[src/rtl/ula_pkg.sv]
// Shared constants for the ALU operand-entry front end: sequence states,
// ALU opcode encoding and the default key debounce window.
package ula_pkg;

  typedef enum logic [1:0] {
    LOAD_A  = 2'd0,
    LOAD_B  = 2'd1,
    LOAD_OP = 2'd2,
    RUN     = 2'd3
  } state_t;

  localparam logic [2:0] OP_ADD = 3'd0;
  localparam logic [2:0] OP_SUB = 3'd1;
  localparam logic [2:0] OP_AND = 3'd2;
  localparam logic [2:0] OP_OR  = 3'd3;
  localparam logic [2:0] OP_XOR = 3'd4;
  localparam logic [2:0] OP_MUL = 3'd5;
  localparam logic [2:0] OP_DIV = 3'd6;

  // 1 ms at 50 MHz
  localparam int unsigned DEFAULT_DEBOUNCE_CYCLES = 50000;
  localparam int unsigned DEFAULT_CNT_W           = 16;

endpackage

[src/rtl/key_debouncer.sv]
// Synchronizes and debounces one active-low pushbutton; emits a one-cycle
// press pulse when the accepted level falls.
module key_debouncer
  import ula_pkg::*;
#(
  parameter int unsigned DEBOUNCE_CYCLES = DEFAULT_DEBOUNCE_CYCLES,
  parameter int unsigned CNT_W           = DEFAULT_CNT_W
) (
  input  logic clk,
  input  logic rst_n,
  input  logic key_n,
  output logic press
);

  logic             r_sync1;
  logic             r_sync2;
  logic             r_level;
  logic             r_press;
  logic [CNT_W-1:0] r_cnt;
  logic             w_mismatch;
  logic             w_cnt_done;

  assign w_mismatch = (r_sync2 != r_level);
  assign w_cnt_done = (r_cnt == CNT_W'(DEBOUNCE_CYCLES - 1));
  assign press      = r_press;

  // Level is accepted only after a mismatch survives the full window
  always_ff @(posedge clk or negedge rst_n) begin
    if (!rst_n) begin
      r_sync1 <= 1'b1;
      r_sync2 <= 1'b1;
      r_level <= 1'b1;
      r_press <= 1'b0;
      r_cnt   <= '0;
    end else begin
      r_sync1 <= key_n;
      r_sync2 <= r_sync1;
      r_press <= 1'b0;
      if (!w_mismatch) begin
        r_cnt <= '0;
      end else if (w_cnt_done) begin
        r_cnt   <= '0;
        r_level <= r_sync2;
        r_press <= r_level & ~r_sync2;
      end else begin
        r_cnt <= r_cnt + CNT_W'(1);
      end
    end
  end

endmodule

[src/rtl/ula_operand_sequencer.sv]
// Operand-entry sequencer for the 4-bit ALU: steps through A, B, opcode/cin
// on debounced key presses and holds the ALU inputs in registers.
module ula_operand_sequencer
  import ula_pkg::*;
#(
  parameter int unsigned DEBOUNCE_CYCLES = DEFAULT_DEBOUNCE_CYCLES,
  parameter int unsigned CNT_W           = DEFAULT_CNT_W
) (
  input  logic       clk,
  input  logic       rst_n,
  input  logic [3:0] sw_data,
  input  logic [2:0] sw_op,
  input  logic       sw_cin,
  input  logic       key_next_n,
  input  logic       key_clear_n,
  input  logic       alu_err,
  output logic [3:0] a_out,
  output logic [3:0] b_out,
  output logic       cin_out,
  output logic [2:0] op_out,
  output logic       valid,
  output logic       err_flag,
  output logic [1:0] step
);

  logic       w_next_press;
  logic       w_clear_press;

  state_t     r_state, w_state_nxt;
  logic [3:0] r_a, w_a_nxt;
  logic [3:0] r_b, w_b_nxt;
  logic [2:0] r_op, w_op_nxt;
  logic       r_cin, w_cin_nxt;
  logic       r_err, w_err_nxt;
  logic       r_valid;

  key_debouncer #(.DEBOUNCE_CYCLES(DEBOUNCE_CYCLES), .CNT_W(CNT_W)) u_next_db (
    .clk   (clk),
    .rst_n (rst_n),
    .key_n (key_next_n),
    .press (w_next_press)
  );

  key_debouncer #(.DEBOUNCE_CYCLES(DEBOUNCE_CYCLES), .CNT_W(CNT_W)) u_clear_db (
    .clk   (clk),
    .rst_n (rst_n),
    .key_n (key_clear_n),
    .press (w_clear_press)
  );

  always_ff @(posedge clk or negedge rst_n) begin
    if (!rst_n) begin
      r_state <= LOAD_A;
      r_a     <= '0;
      r_b     <= '0;
      r_op    <= '0;
      r_cin   <= 1'b0;
      r_err   <= 1'b0;
      r_valid <= 1'b0;
    end else begin
      r_state <= w_state_nxt;
      r_a     <= w_a_nxt;
      r_b     <= w_b_nxt;
      r_op    <= w_op_nxt;
      r_cin   <= w_cin_nxt;
      r_err   <= w_err_nxt;
      r_valid <= (w_state_nxt == RUN);
    end
  end

  // Clear overrides everything; an error seen in RUN outranks the exit clear
  always_comb begin
    w_state_nxt = r_state;
    w_a_nxt     = r_a;
    w_b_nxt     = r_b;
    w_op_nxt    = r_op;
    w_cin_nxt   = r_cin;
    w_err_nxt   = r_err;
    if (w_clear_press) begin
      w_state_nxt = LOAD_A;
      w_a_nxt     = '0;
      w_b_nxt     = '0;
      w_op_nxt    = '0;
      w_cin_nxt   = 1'b0;
      w_err_nxt   = 1'b0;
    end else begin
      if (w_next_press) begin
        case (r_state)
          LOAD_A: begin
            w_a_nxt     = sw_data;
            w_state_nxt = LOAD_B;
          end
          LOAD_B: begin
            w_b_nxt     = sw_data;
            w_state_nxt = LOAD_OP;
          end
          LOAD_OP: begin
            w_op_nxt    = sw_op;
            w_cin_nxt   = sw_cin;
            w_state_nxt = RUN;
          end
          RUN: begin
            w_err_nxt   = 1'b0;
            w_state_nxt = LOAD_A;
          end
          default: w_state_nxt = LOAD_A;
        endcase
      end
      if ((r_state == RUN) && alu_err) begin
        w_err_nxt = 1'b1;
      end
    end
  end

  assign a_out    = r_a;
  assign b_out    = r_b;
  assign cin_out  = r_cin;
  assign op_out   = r_op;
  assign valid    = r_valid;
  assign err_flag = r_err;
  assign step     = 2'(r_state);

endmodule
[config.mk]
export PLATFORM = sky130hd
export DESIGN_NAME = ula_operand_sequencer
export DESIGN_NICKNAME = d
export VERILOG_FILES = /design/src/rtl/ula_pkg.sv /design/src/rtl/key_debouncer.sv /design/src/rtl/ula_operand_sequencer.sv
export SDC_FILE = /design/constraint.sdc
export NUM_CORES = 1
export LEC_CHECK = 0
export CORE_UTILIZATION = 60
export DETAILED_ROUTE_END_ITERATION = 7
export PLACE_DENSITY = 0.84
export SLEW_MARGIN = 40
export SYNTH_ARGS = -nofsm -noshare
export SYNTH_HDL_FRONTEND = slang
export SYNTH_SLANG_ARGS = --single-unit
[constraint.sdc]
create_clock -name clk -period 5.18 [get_ports clk]
set_clock_uncertainty 0.2 [all_clocks]
set_input_delay 0.777 -clock clk [delete_from_list [all_inputs] [get_ports clk]]
set_output_delay 0.777 -clock clk [all_outputs]
set_load 0.02 [all_outputs]
# --- Yosys cells after proc, flatten, opt, wreduce, memory -nomap -nowiden ---
# Cells that the tools add are included.
totals:
  regBits: 56
  inputBits: 13
  output_inout_bits: 16
op_classes:
  add_sub_neg: 2
  n_eq_ne: 8
  mux: 27
  bitwise_logic: 4
  n_reduce_logical: 14
ops:
  columns: ["op", "n"]
  rows:
  - ["$mux 16", 4]
  - ["$add 16x1->16 const B", 2]
  - ["$eq 16x16->1 const B", 2]
  - ["$mux 4", 6]
  - ["$reduce_and 2->1", 6]
  - ["$mux 1", 11]
  - ["$mux 3", 3]
  - ["$pmux 2 s4", 1]
  - ["$reduce_bool 2->1", 4]
  - ["$eq 2x2->1 const B", 3]
  - ["$reduce_bool 3->1", 2]
  - ["$mux 2", 2]
  - ["$and 1x1->1", 2]
  - ["$eq 2x1->1 const B", 1]
  - ["$logic_not 2->1", 1]
  - ["$ne 1x1->1", 2]
  - ["$not 1->1", 2]
  - ["$logic_and 1x1->1", 1]

# --- Depth between registers and ports, before layout ---
depth:
  ltp_word: 5
  mapped_depth: 7
  mapped_depth_nobuf: 5

# --- Hierarchy ---
# From an unflattened synthesis, not the netlist that was laid out.
unflattened:
  hier_cells: 253
  area_unflattened_um2: 2826.5
by_module_without_submodules:
  columns: ["module", "n_inst", "cells_per_inst", "area_each_um2", "seq_area_each_um2"]
  rows:
  - ["key_debouncer", 2, 89, 992.2, 504.2]
  - ["ula_operand_sequencer", 1, 75, 842.1, 400.4]

# --- Worst setup path after synthesis ---
# No wires, ideal clock.
synth_timing:
  kind: "flip-flop to flip-flop"
  start: "register u_clear_db.r_cnt[0]"
  end: "register u_clear_db.r_cnt[10]"
  setup_ns: 0.071
  t_arrival_ns: 1.701
  t_required_ns: 4.909
  slack_ns: 3.208
  path_stages_with_launch: 8
  period_less_slack_ns: 1.972
  cell_sequence: "dfrtp_1 ha_1 and3_1 and4_1 or2_2 clkbuf_1 buf_2 nor2_1"
synth_via:
  elab_chain_cells: 3
synth_rtl:
  columns: ["item", "line", "rtl"]
  rows:
  - ["from (decl)", "key_debouncer.sv:19", "logic [CNT_W-1:0] r_cnt;"]
  - ["from (signal assigned)", "key_debouncer.sv:46", "r_cnt <= r_cnt + CNT_W'(1);"]
  - ["$add 16x1->16 / $eq 16x16->1 (equally long branches)", "key_debouncer.sv:46, key_debouncer.sv:24", null]
  - ["$mux 16 (*)", "key_debouncer.sv:41", "end else if (w_cnt_done) begin"]
  - ["$mux 16 (*)", "key_debouncer.sv:39", "if (!w_mismatch) begin"]
# Every way passes the cells marked *; elsewhere a longest branch is shown, timed or not.
# A chain may end at the register's enable or synchronous reset.

# --- Worst setup path in the final report ---
layout_timing:
  start: "register r_state[0] (netlist: step[0])"
  end: "output step[0]"
layout_lines:
  columns: ["item", "line", "rtl"]
  rows:
  - ["from (decl)", "ula_operand_sequencer.sv:29", "state_t r_state, w_state_nxt;"]
  - ["from (signal assigned)", "ula_operand_sequencer.sv:61", "r_state <= w_state_nxt;"]
  - ["to (decl)", "ula_operand_sequencer.sv:23", "output logic [1:0] step"]
# No word-level cell between the ends.

==> run metrics <==
initial core utilization 0.6390; CTS sink count 56; DRT Pass-1 Iters 4; Fillers 318; CTS buffer count 5; worst slew pin tran 667.4 ps; most frequent cells in the layout 50 x dfrtp_1, 40 x nor2_1, 27 x clkdlybuf4s50_1; Clock Tree Root clkbuf_8; most common cell after layout, fill and taps aside dfrtp_1; Cell Rows 23; DR vias 1851; RePlAce Congestion 0.8022; Reg area 1409 sq um; Cells after Synth 258; # diodes 0; HP Class flip-flop to flip-flop; Synthesized Nets 282; hold_buf cts 0; synth unique cells 32; LEAKAGE 1.237 nW; startpoint of the worst hold path u_next_db.r_sync1$_DFF_PN1_; CTS resizes 0; initial antenna violation count 0; Final nets 310; GRT Residual Overflow 0; Final Cycle Share 0.4646; r2r startpoint u_next_db.r_cnt[12]$_DFF_PN0_; Mean Syn Cell Area 10.12 sq um; Post-Route WL 4344 um; Crit path required time 4200 ps; min Tclk post-route 2407 ps; share of layout cells above drive strength 1 0.05923; latest clock arrival within the worst-skew pair 310 ps; worst setup path start step[0]$_DFF_PN0_; DIE AREA 4620 sq um; Hold Fails Final Rpt 0; final setup fails 0; CTS tree built; WL/cell 12.89 um; area grow syn2layout 14.57%; crit path launch type flip-flop; Routed Antenna Nets 0; CP Max Fanout 6; H-tree depth 2; status completed; Placeable Area 4086 sq um; Pins Over Slew Limit 0; Worst path max stage delay 650 ps; postcts setup bufs 0; DR vias/cell 5.493; Die Width 67.97 um; IO Port Bufs 28; worst ir drop on vdd 147.5 uV; critical path's top delay family buffers and inverters; Seq cells post-synth 56; Max-slew headroom 0.5551; CP cell instances clkdlybuf4s50_1; initial DRC count 79; DP HPWL 3032 um; die height 67.97 um; CP Buf/Inv Count 1; CTS clk-pin slew, worst paths 90 ps; CTS Buffer Depth 2; drt drc 0; Crit. End Element output port; setup TNS 0 ps; yosys warns 0; Fmax 415.5 MHz; first-pass GRT wire length 7458 um; CP max stage cell clkdlybuf4s50_1; arrival time at the worst endpoint 1430 ps; Boundary Pins 29; critical path type flip-flop to output port; max-cap violations 0; sequential-to-total area share from yosys stat 0.5395; largest net degree at the start of global routing 57; RSZ-0062 raised after global routing no; synthesized area 2611 sq um; vias in the first global route 1753; Util after Layout 0.7321; PwrDens 236.4 nW/um^2; GRT Total Usage 0.2184; multi-input logic area 1104 sq um
==> report_power, final <==
group | switching [mW] | total, mW | internal [mW]
registers | 0.00443 | 0.448 | 0.443
clock network | 0.132 | 0.229 | 0.0968
logic | 0.0174 | 0.0301 | 0.0127
total | 0.154 | 0.707 | 0.553
==> final timing paths <==
| path | endpoint | slack (ps) | depth (start not counted) |
|---|---|---|---|
| max | step[0] | 2770 | 1 |
| min | u_next_db.r_sync2$_DFF_PN1_ | 160 | 0 |
| max reg2reg | u_next_db.r_cnt[7]$_DFF_PN0_ | 3000 | 4 |
| min reg2reg | u_next_db.r_sync2$_DFF_PN1_ | 160 | 0 |
| max in group asynchronous | u_next_db.r_cnt[14]$_DFF_PN0_ | 3950 | 2 |
| min in group asynchronous | b_out[0]$_DFFE_PN0P_ | 380 | 2 |
==> Yosys cell counts (all sizes together) <==
cell type	instances	area, sq um
a32oi	1	8.760
nor4	7	50.05
nand4	7	43.79
nand3	22	110.1
clkbuf	5	18.77
buf	3	31.27
o31ai	1	7.510
ha	11	137.6
nor4b	1	8.760
dfrtp	50	1251
mux2i	3	30.03
or4b	2	20.02
xor2	3	26.28
inv	13	48.80
or2	3	18.77
nand4b	1	8.760
or4	1	7.510
and2	2	12.51
dfstp	6	157.7
and4	1	8.760
nor4bb	2	20.02
nor3	9	45.04
nand2	23	86.33
nand2b	2	12.51
nor2	40	150.1
a21oi	13	65.06
xnor2	25	219.0
and3	1	6.260
==> logic make-up (layout without fill, tap and decap cells) <==
logic type | count (synthesis) | in the layout | share of synthesized area
adders and majority gates | 11 | 11 | 0.05271
AOI/OAI and AO/OA | 15 | 15 | 0.03115
muxes | 3 | 3 | 0.01150
and+or+nand+nor | 124 | 124 | 0.2334
xor gates and xnor gates | 28 | 28 | 0.09392
buffers and inverters | 21 | 50 | 0.03785
DFF | 56 | 56 | 0.5395
==> area by class of cell <==
| type | count | share of cell area |
|---|---|---|
| clock inverters | 1 | 0.002928 |
| repair buffers | 29 | 0.09452 |
| inverters | 13 | 0.01631 |
| multi-input cells | 181 | 0.3689 |
| well taps | 50 | 0.02091 |
| clock buffers | 7 | 0.02551 |
| flip-flops and latches | 56 | 0.4709 |
==> metal layers <==
layer  up-vias  global-route usage  wire length (um)
met5         -                   0                 0
met1       880              0.2778              2008
met2        47              0.3542              2052
li1        918                   -                 -
met3         6             0.03833               209
met4         0              0.1146                74
==> state kept, by name, indices dropped and copies added, names as in the netlist, 2 cells and up <==
name and cells:
u_clear_db.r_cnt 16, u_next_db.r_cnt 16, a_out 4, b_out 4
op_out 3, step 2
==> metrics by stage <==
stage	power, mW	instance area, sq um	std cells	hold WS [ps]	worst slack (ps)
final	0.7073	2992	337	159.9	2773
after global routing	0.7358	2992	337	165.6	2707
after CTS	0.7150	2992	337	160.7	2765
after detailed placement	0.4871	2907	329	147.2	2985
after global placement	0.4864	2907	329	145.2	3047
after floorplan	0.4683	2611	258	145.2	3208
Power figures use the tool's default switching activity.
